<file path="src/rtl/unit_mux_pkg.sv">
// Shared types and constants for the C/K/F unit-select mux arbiter.
package unit_mux_pkg;

  localparam int unsigned N_REQ = 3;
  localparam int unsigned SEL_W = 2;

  typedef enum logic {IDLE, GRANT} state_e;

  localparam logic [SEL_W-1:0] SEL_C    = 2'b00;
  localparam logic [SEL_W-1:0] SEL_K    = 2'b01;
  localparam logic [SEL_W-1:0] SEL_F    = 2'b10;
  localparam logic [SEL_W-1:0] SEL_NONE = 2'b11;

  localparam logic [1:0] IDX_C = 2'd0;
  localparam logic [1:0] IDX_K = 2'd1;
  localparam logic [1:0] IDX_F = 2'd2;

  // Anything that is not a clean one-hot parks the mux on the zero output.
  function automatic logic [SEL_W-1:0] onehot_to_sel(input logic [N_REQ-1:0] oh);
    logic [SEL_W-1:0] s;
    case (oh)
      3'b001:  s = SEL_C;
      3'b010:  s = SEL_K;
      3'b100:  s = SEL_F;
      default: s = SEL_NONE;
    endcase
    return s;
  endfunction

endpackage

</file>
<file path="src/rtl/unit_mux_arbiter_if.sv">
// Request/grant bundle between the source/display control logic and the arbiter.
interface unit_mux_arbiter_if;

  logic [unit_mux_pkg::N_REQ-1:0] req;
  logic [unit_mux_pkg::N_REQ-1:0] gnt;
  logic [unit_mux_pkg::SEL_W-1:0] sel;
  logic                           busy;
  logic                           hold_last;

  modport master (output req, input gnt, sel, busy, hold_last);
  modport slave  (input req, output gnt, sel, busy, hold_last);

endinterface

</file>
<file path="src/rtl/unit_mux_arbiter_rr_pick3.sv">
// Combinational round-robin pick among three requesters, starting after 'last'.
module rr_pick3
  import unit_mux_pkg::*;
(
  input  logic [N_REQ-1:0] req,
  input  logic [1:0]       last,
  output logic             pick_valid,
  output logic [1:0]       pick_idx
);

  logic [1:0] ord0, ord1, ord2;

  // Search order is last+1, last+2, last; 'last' therefore has lowest priority.
  always_comb begin
    ord0 = IDX_C;
    ord1 = IDX_K;
    ord2 = IDX_F;
    case (last)
      IDX_C: begin ord0 = IDX_K; ord1 = IDX_F; ord2 = IDX_C; end
      IDX_K: begin ord0 = IDX_F; ord1 = IDX_C; ord2 = IDX_K; end
      default: begin ord0 = IDX_C; ord1 = IDX_K; ord2 = IDX_F; end
    endcase

    pick_valid = |req;
    pick_idx   = IDX_C;
    if (req[ord0])      pick_idx = ord0;
    else if (req[ord1]) pick_idx = ord1;
    else if (req[ord2]) pick_idx = ord2;
  end

endmodule

</file>
<file path="src/rtl/unit_mux_arbiter.sv">
// Round-robin arbiter driving the C/K/F mux select, with a bounded grant length.
module unit_mux_arbiter
  import unit_mux_pkg::*;
#(
  parameter int unsigned HOLD_MAX = 4
) (
  input  logic               clk,
  input  logic               rst_n,
  unit_mux_arbiter_if.slave  bus
);

  localparam int unsigned         CNT_W    = $clog2(HOLD_MAX);
  localparam logic [CNT_W-1:0]    CNT_LAST = CNT_W'(HOLD_MAX - 1);

  state_e            state_q, state_d;
  logic [CNT_W-1:0]  cnt_q, cnt_d;
  logic [1:0]        last_q, last_d;
  logic [1:0]        owner_q, owner_d;
  logic [N_REQ-1:0]  gnt_q, gnt_d;
  logic [SEL_W-1:0]  sel_q, sel_d;
  logic              busy_q, busy_d;
  logic              hold_last_q, hold_last_d;

  logic [1:0]        pick_last;
  logic              pick_valid;
  logic [1:0]        pick_idx;

  // While granted, the owner is the reference point so it drops to lowest priority.
  assign pick_last = (state_q == GRANT) ? owner_q : last_q;

  rr_pick3 u_pick (
    .req        (bus.req),
    .last       (pick_last),
    .pick_valid (pick_valid),
    .pick_idx   (pick_idx)
  );

  always_ff @(posedge clk or negedge rst_n) begin
    if (!rst_n) begin
      state_q     <= IDLE;
      cnt_q       <= '0;
      last_q      <= IDX_F;
      owner_q     <= IDX_C;
      gnt_q       <= '0;
      sel_q       <= SEL_NONE;
      busy_q      <= 1'b0;
      hold_last_q <= 1'b0;
    end else begin
      state_q     <= state_d;
      cnt_q       <= cnt_d;
      last_q      <= last_d;
      owner_q     <= owner_d;
      gnt_q       <= gnt_d;
      sel_q       <= sel_d;
      busy_q      <= busy_d;
      hold_last_q <= hold_last_d;
    end
  end

  always_comb begin
    state_d = state_q;
    cnt_d   = cnt_q;
    last_d  = last_q;
    owner_d = owner_q;

    case (state_q)
      IDLE: begin
        if (pick_valid) begin
          state_d = GRANT;
          owner_d = pick_idx;
          cnt_d   = '0;
        end
      end
      GRANT: begin
        // Release or timeout hands off directly to the next winner, if any.
        if (!bus.req[owner_q] || (cnt_q == CNT_LAST)) begin
          last_d = owner_q;
          cnt_d  = '0;
          if (pick_valid) begin
            state_d = GRANT;
            owner_d = pick_idx;
          end else begin
            state_d = IDLE;
          end
        end else begin
          cnt_d = cnt_q + CNT_W'(1);
        end
      end
      default: begin
        state_d = IDLE;
        cnt_d   = '0;
      end
    endcase

    gnt_d       = (state_d == GRANT) ? (N_REQ'(1) << owner_d) : '0;
    sel_d       = onehot_to_sel(gnt_d);
    busy_d      = (state_d == GRANT);
    hold_last_d = (state_d == GRANT) && (cnt_d == CNT_LAST);
  end

  assign bus.gnt       = gnt_q;
  assign bus.sel       = sel_q;
  assign bus.busy      = busy_q;
  assign bus.hold_last = hold_last_q;

endmodule

</file>
<file path="src/flat_wrapper.sv">
// flat-port wrapper written by rule: the top's interface ports become plain ports
module unit_mux_arbiter_flat import unit_mux_pkg::*;
#(
  parameter int unsigned HOLD_MAX = 4
)
  (clk, rst_n, bus_req, bus_gnt, bus_sel, bus_busy, bus_hold_last);
  unit_mux_arbiter_if bus_i ();
  input  logic clk;
  input  logic rst_n;
  input wire logic [$bits(bus_i.req)-1:0] bus_req;
  output wire logic [$bits(bus_i.gnt)-1:0] bus_gnt;
  output wire logic [$bits(bus_i.sel)-1:0] bus_sel;
  output wire logic [$bits(bus_i.busy)-1:0] bus_busy;
  output wire logic [$bits(bus_i.hold_last)-1:0] bus_hold_last;
  assign bus_i.req = bus_req;
  assign bus_gnt = bus_i.gnt;
  assign bus_sel = bus_i.sel;
  assign bus_busy = bus_i.busy;
  assign bus_hold_last = bus_i.hold_last;
  unit_mux_arbiter #(.HOLD_MAX(HOLD_MAX)) u_core (.clk(clk), .rst_n(rst_n), .bus(bus_i));
endmodule
</file>
<file path="config.mk">
export PLATFORM = sky130hd
export DESIGN_NAME = unit_mux_arbiter_flat
export DESIGN_NICKNAME = d
export VERILOG_FILES = /design/src/rtl/unit_mux_pkg.sv /design/src/rtl/unit_mux_arbiter_if.sv /design/src/rtl/unit_mux_arbiter_rr_pick3.sv /design/src/rtl/unit_mux_arbiter.sv /design/src/flat_wrapper.sv
export SDC_FILE = /design/constraint.sdc
export NUM_CORES = 1
export LEC_CHECK = 0
export CAP_MARGIN = 20
export CORE_MARGIN = 1.5
export CORE_UTILIZATION = 40
export DETAILED_ROUTE_END_ITERATION = 8
export GPL_TIMING_DRIVEN = 0
export MAX_ROUTING_LAYER = met4
export PLACE_DENSITY_LB_ADDON = 0.3
export SLEW_MARGIN = 20
export SYNTH_ARGS = -nofsm -noshare
export SYNTH_HDL_FRONTEND = slang
export SYNTH_HIERARCHICAL = 1
export SYNTH_SLANG_ARGS = --single-unit
</file>
<file path="constraint.sdc">
create_clock -name clk -period 3.38 [get_ports clk]
set_input_delay 0.507 -clock clk [delete_from_list [all_inputs] [get_ports clk]]
set_output_delay 0.507 -clock clk [all_outputs]
set_load 0.02 [all_outputs]
</file>
# [Word level (Yosys, flattened, before mapping)]
# Index checks and enable logic that the tools add are counted.
# Widths: inputs -> output; s select.
[classes] add_sub_neg=1 n_lt_le_gt_ge=4 eq_ne=6 n_shift=1 muxes=26 bitwise=1 n_reduce_logical=6
[ops] cell="$pmux 2 s2" n=5
[ops] cell="$mux 2" n=8
[ops] cell="$lt 2x3->1 const B" n=4
[ops] cell="$bmux 1 s2" n=4
[ops] cell="$mux 1" n=6
[ops] cell="$pmux 2 s3" n=1
[ops] cell="$eq 2x2->1 const B" n=2
[ops] cell="$eq 3x1->1 const B" n=1
[ops] cell="$eq 3x2->1 const B" n=1
[ops] cell="$eq 3x3->1 const B" n=1
[ops] cell="$mux 3" n=1
[ops] cell="$reduce_or 3->1" n=1
[ops] cell="$shl 1x2->3 const A" n=1
[ops] cell="$add 2x1->2 const B" n=1
[ops] cell="$eq 2x1->1 const B" n=1
[ops] cell="$logic_not 2->1" n=1
[ops] cell="$pmux 1 s2" n=1
[ops] cell="$reduce_and 2->1" n=1
[ops] cell="$logic_and 1x1->1" n=1
[ops] cell="$logic_not 1->1" n=1
[ops] cell="$logic_or 1x1->1" n=1
[ops] cell="$not 1->1" n=1
[word_totals] ff_bits=13 inputBits=5 wordCells=52

# [Depth between registers and ports, before layout]
[logic_depth] ltp_word=15 mapped_depth=8 depth_no_buf=7

# [Hierarchy]
# The synthesis kept the hierarchy.
[by_module_without_submodules] mod="unit_mux_arbiter" n_inst=1 cells_per_inst=65 area_per_inst_um2=709.4
[by_module_without_submodules] mod="rr_pick3" n_inst=1 cells_per_inst=7 area_per_inst_um2=45.0

# [Worst setup path before layout]
# OpenSTA, ideal clock, no wires.
[synth_timing] path_kind="register to register" start="register, netlist name u_core/bus.busy" end="register u_core.gnt_q[2] (netlist: u_core/bus.gnt[2])" setup_ns=0.122 t_arrival_ns=1.651 setup_slack_ns=1.608 stages_incl_launch_ff=6 path_buffers=1 synth_period_minus_slack_ns=1.772 cell_sequence="dfrtp_1 -> buf_2 -> mux2_2 -> o32ai_1 -> nor2_1 -> a32o_1"
[synth_rtl] element="to (signal assigned)" line_no="unit_mux_arbiter.sv:53" source="gnt_q <= gnt_d;"
[synth_rtl] element="to (decl)" line_no="unit_mux_arbiter.sv:19" source="logic [N_REQ-1:0] gnt_q, gnt_d;"

# [Worst setup path in the final report]
[layout_timing] start="register u_core.sel_q[1] (netlist: u_core/bus.sel[1])" end="output bus_sel[1]"
[layout_rtl] element="from (decl)" line_no="unit_mux_arbiter.sv:20" source="logic [SEL_W-1:0] sel_q, sel_d;"
[layout_rtl] element="from (signal assigned)" line_no="unit_mux_arbiter.sv:54" source="sel_q <= sel_d;"
[layout_rtl] element="to (decl)" line_no="flat_wrapper.sv:12" source="output wire logic [$bits(bus_i.sel)-1:0] bus_sel;"
# No word-level cell between the ends.

==> results.cfg <==
[timing]
setup_viol_count_final = 0
holdWs_ns = 0.486
fin_skew_ns = 0.00144
finalCriticalPeriod_ns = 1.89
finalCritPeriodShare_pct = 56.0
finalHoldViolations = 0
worst_slack_ns = 1.49
slew-limit-headroom_pct = 61.8
final.setup.tns_ns = 0
rsz0062_at_grt = false
slew_viol_final = 0
worst_slew_pin_slew_ns = 0.572
max_freq_ghz = 0.529

[setup_path]
cpMaxStageDelayCell = clkdlybuf4s50_1
critPathMaxStageDelay_ns = 0.60
cp-end-kind = primary output
r2r_setup_slack_ns = 1.53
cpLargestDelayFamily = buffers and inverters
worstPathCellList = clkdlybuf4s50_1
critPathArrivalTime_ns = 1.38
cp_num_buf_inv = 1
critPathMaxFanout = 1
required_ns = 2.87
critPathKind = reg -> out
start_kind = register

[grt]
grt_max_degree = 14
antenna_found_initial = 0
grt_pass1_vias = 571
grt_overflow_total = 0
grt_usage_pct = 18.3
grt_pass1_wl_um = 2620

[layout]
area_growth_pct = 22.2
design_area_um2 = 922
drive_gt1_share_pct = 21.8
utilization_pct = 52.8
fin_nets = 94
antennaDiodeCount = 0

[routing]
via_per_inst = 5.48
avgRoutedWirePerCell_um = 13.8
drc = 0
finalWirelength_um = 1540
antenna_left = 0
drtIter0Drc = 20
via_count = 614
dr.pass1.iters = 4

[yosys]
ys_types = 36
synth_most_common_cell = dfrtp_1
ys_top_cells_by_area = dfrtp_1, dfstp_2, nand2b_1
ys.flop_type = dfrtp_1
synth_top_area_share_pct = 33.2
ys_ff_latch = 13
synth_area_um2 = 754
synth_area_per_cell_um2 = 10.5
async_reset_ff_share_pct = 100
yosys-top-cells-count = dfrtp_1, nand2_1, nand2b_1, nor2_1, inv_1
ys_seq_area_share_pct = 43.6
synth_area_leader_cell = dfrtp_1
synth_fp_nets = 78
yosysWarnings = 6
synth_edf_count = 0
syn-instance-count = 72

[floorplan]
die_area_um2 = 2160
start_util_pct = 43.2
boundaryPins = 12
die_x_um = 46.4
design.core.area_um2 = 1750
die-height_um = 46.4
rows = 15

[clocking]
clockRootBuffer = clkbuf_4
cts_num_sinks = 13
postCtsSetupRepairBufs = 0
clock_latency_ns = 0.27
cts_buffers = 3
cts.path.max_buffers = 2
postCtsResizedCells = 0
cts_htree_levels = 1
cts_tree = done
cts-hold-fix-buffers = 0
clk_pin_slew_ns = 0.08

[outcome]
status = finished, final reports clean

[placement]
routabilityCongestion = 0.793
place_ws_ns = 1.27
io_buffer_count = 11
hpwl_um = 1130
post_dp_cell_area_um2 = 896

[power_and_ir_drop]
p_leak_nw = 0.396
p_per_area_nw_per_um2 = 910
irDropWorstVdd_mv = 0.421

[worst_hold_path]
hold_class = reg -> reg

[job]
drv_cap = 0
==> kinds of logic after synthesis <==
group | Yosys count | synth area share [%]
AND/OR/NAND/NOR | 27 | 21.7
AO/OA/AOI/OAI | 20 | 20.2
flip-flops | 13 | 43.6
buffers and inverters | 7 | 4.81
multiplexers | 4 | 7.96
adder cells (fa/ha/maj) | 1 | 1.66
==> layout make-up <==
class | instances | area, um^2
plain buffers | 3 | 21.3
clock buffers | 4 | 26.3
fillers | 162 | 823
inverters | 4 | 15.0
multi-input cells | 52 | 389
flip-flops and latches | 13 | 329
well taps | 25 | 31.3
repair buffers | 11 | 110
==> where the power goes <==
group          internal (mW)  switching [mW]
combinational          0.228           0.246
clock                 0.0458          0.0502
sequential             0.236          0.0332
==> worst paths after layout <==
path | from | end | cells past startpoint
max | u_core/bus.sel[1] | bus_sel[1] | 1
min | u_core/last_q[1] | u_core/last_q[1] | 2
max reg2reg | u_core/bus.busy | u_core/bus.gnt[2] | 5
min reg2reg | u_core/last_q[1] | u_core/last_q[1] | 2
max in group asynchronous | rst_n | u_core/bus.sel[0] | 1
min in group asynchronous | rst_n | u_core/owner_q[1] | 1
==> routing by layer <==
metal  global-route usage [%]  vias to the layer above  share of wire (%)
met3                     2.35                        2                4.2
met5                        -                        -                  0
met4                     12.0                        0                1.2
li1                         -                      295                  -
met1                     23.4                      294                 46
met2                     26.9                       23                 48
==> layout by cell type (no fill, tap or decap), drive strengths merged, types with 2 or more instances in the layout <==
master         instances
mux2                   3
nand2b                 5
a21o                   2
dfrtp                 10
or3b                   3
a32o                   2
nor2                   5
buf                    3
nor2b                  2
nand2                  5
clkbuf                 4
o21ai                  6
inv                    4
o31ai                  2
clkdlybuf4s50         11
dfstp                  3
==> per-stage QoR <==
step                      std cells  total power, mW
after floorplan                  72            0.604
after global placement          108            0.731
after global routing            112            0.896
after CTS                       112            0.845
after detailed placement        108            0.745
final                           112            0.839
==> registers in the layout, indices dropped and copies added, names as in the netlist <==
signal                cells
u_core/bus.busy           1
u_core/bus.gnt            3
u_core/bus.hold_last      1
u_core/bus.sel            2
u_core/cnt_q              2
u_core/last_q             2
u_core/owner_q            2
No activity file was read; power rests on OpenSTA's default activity.
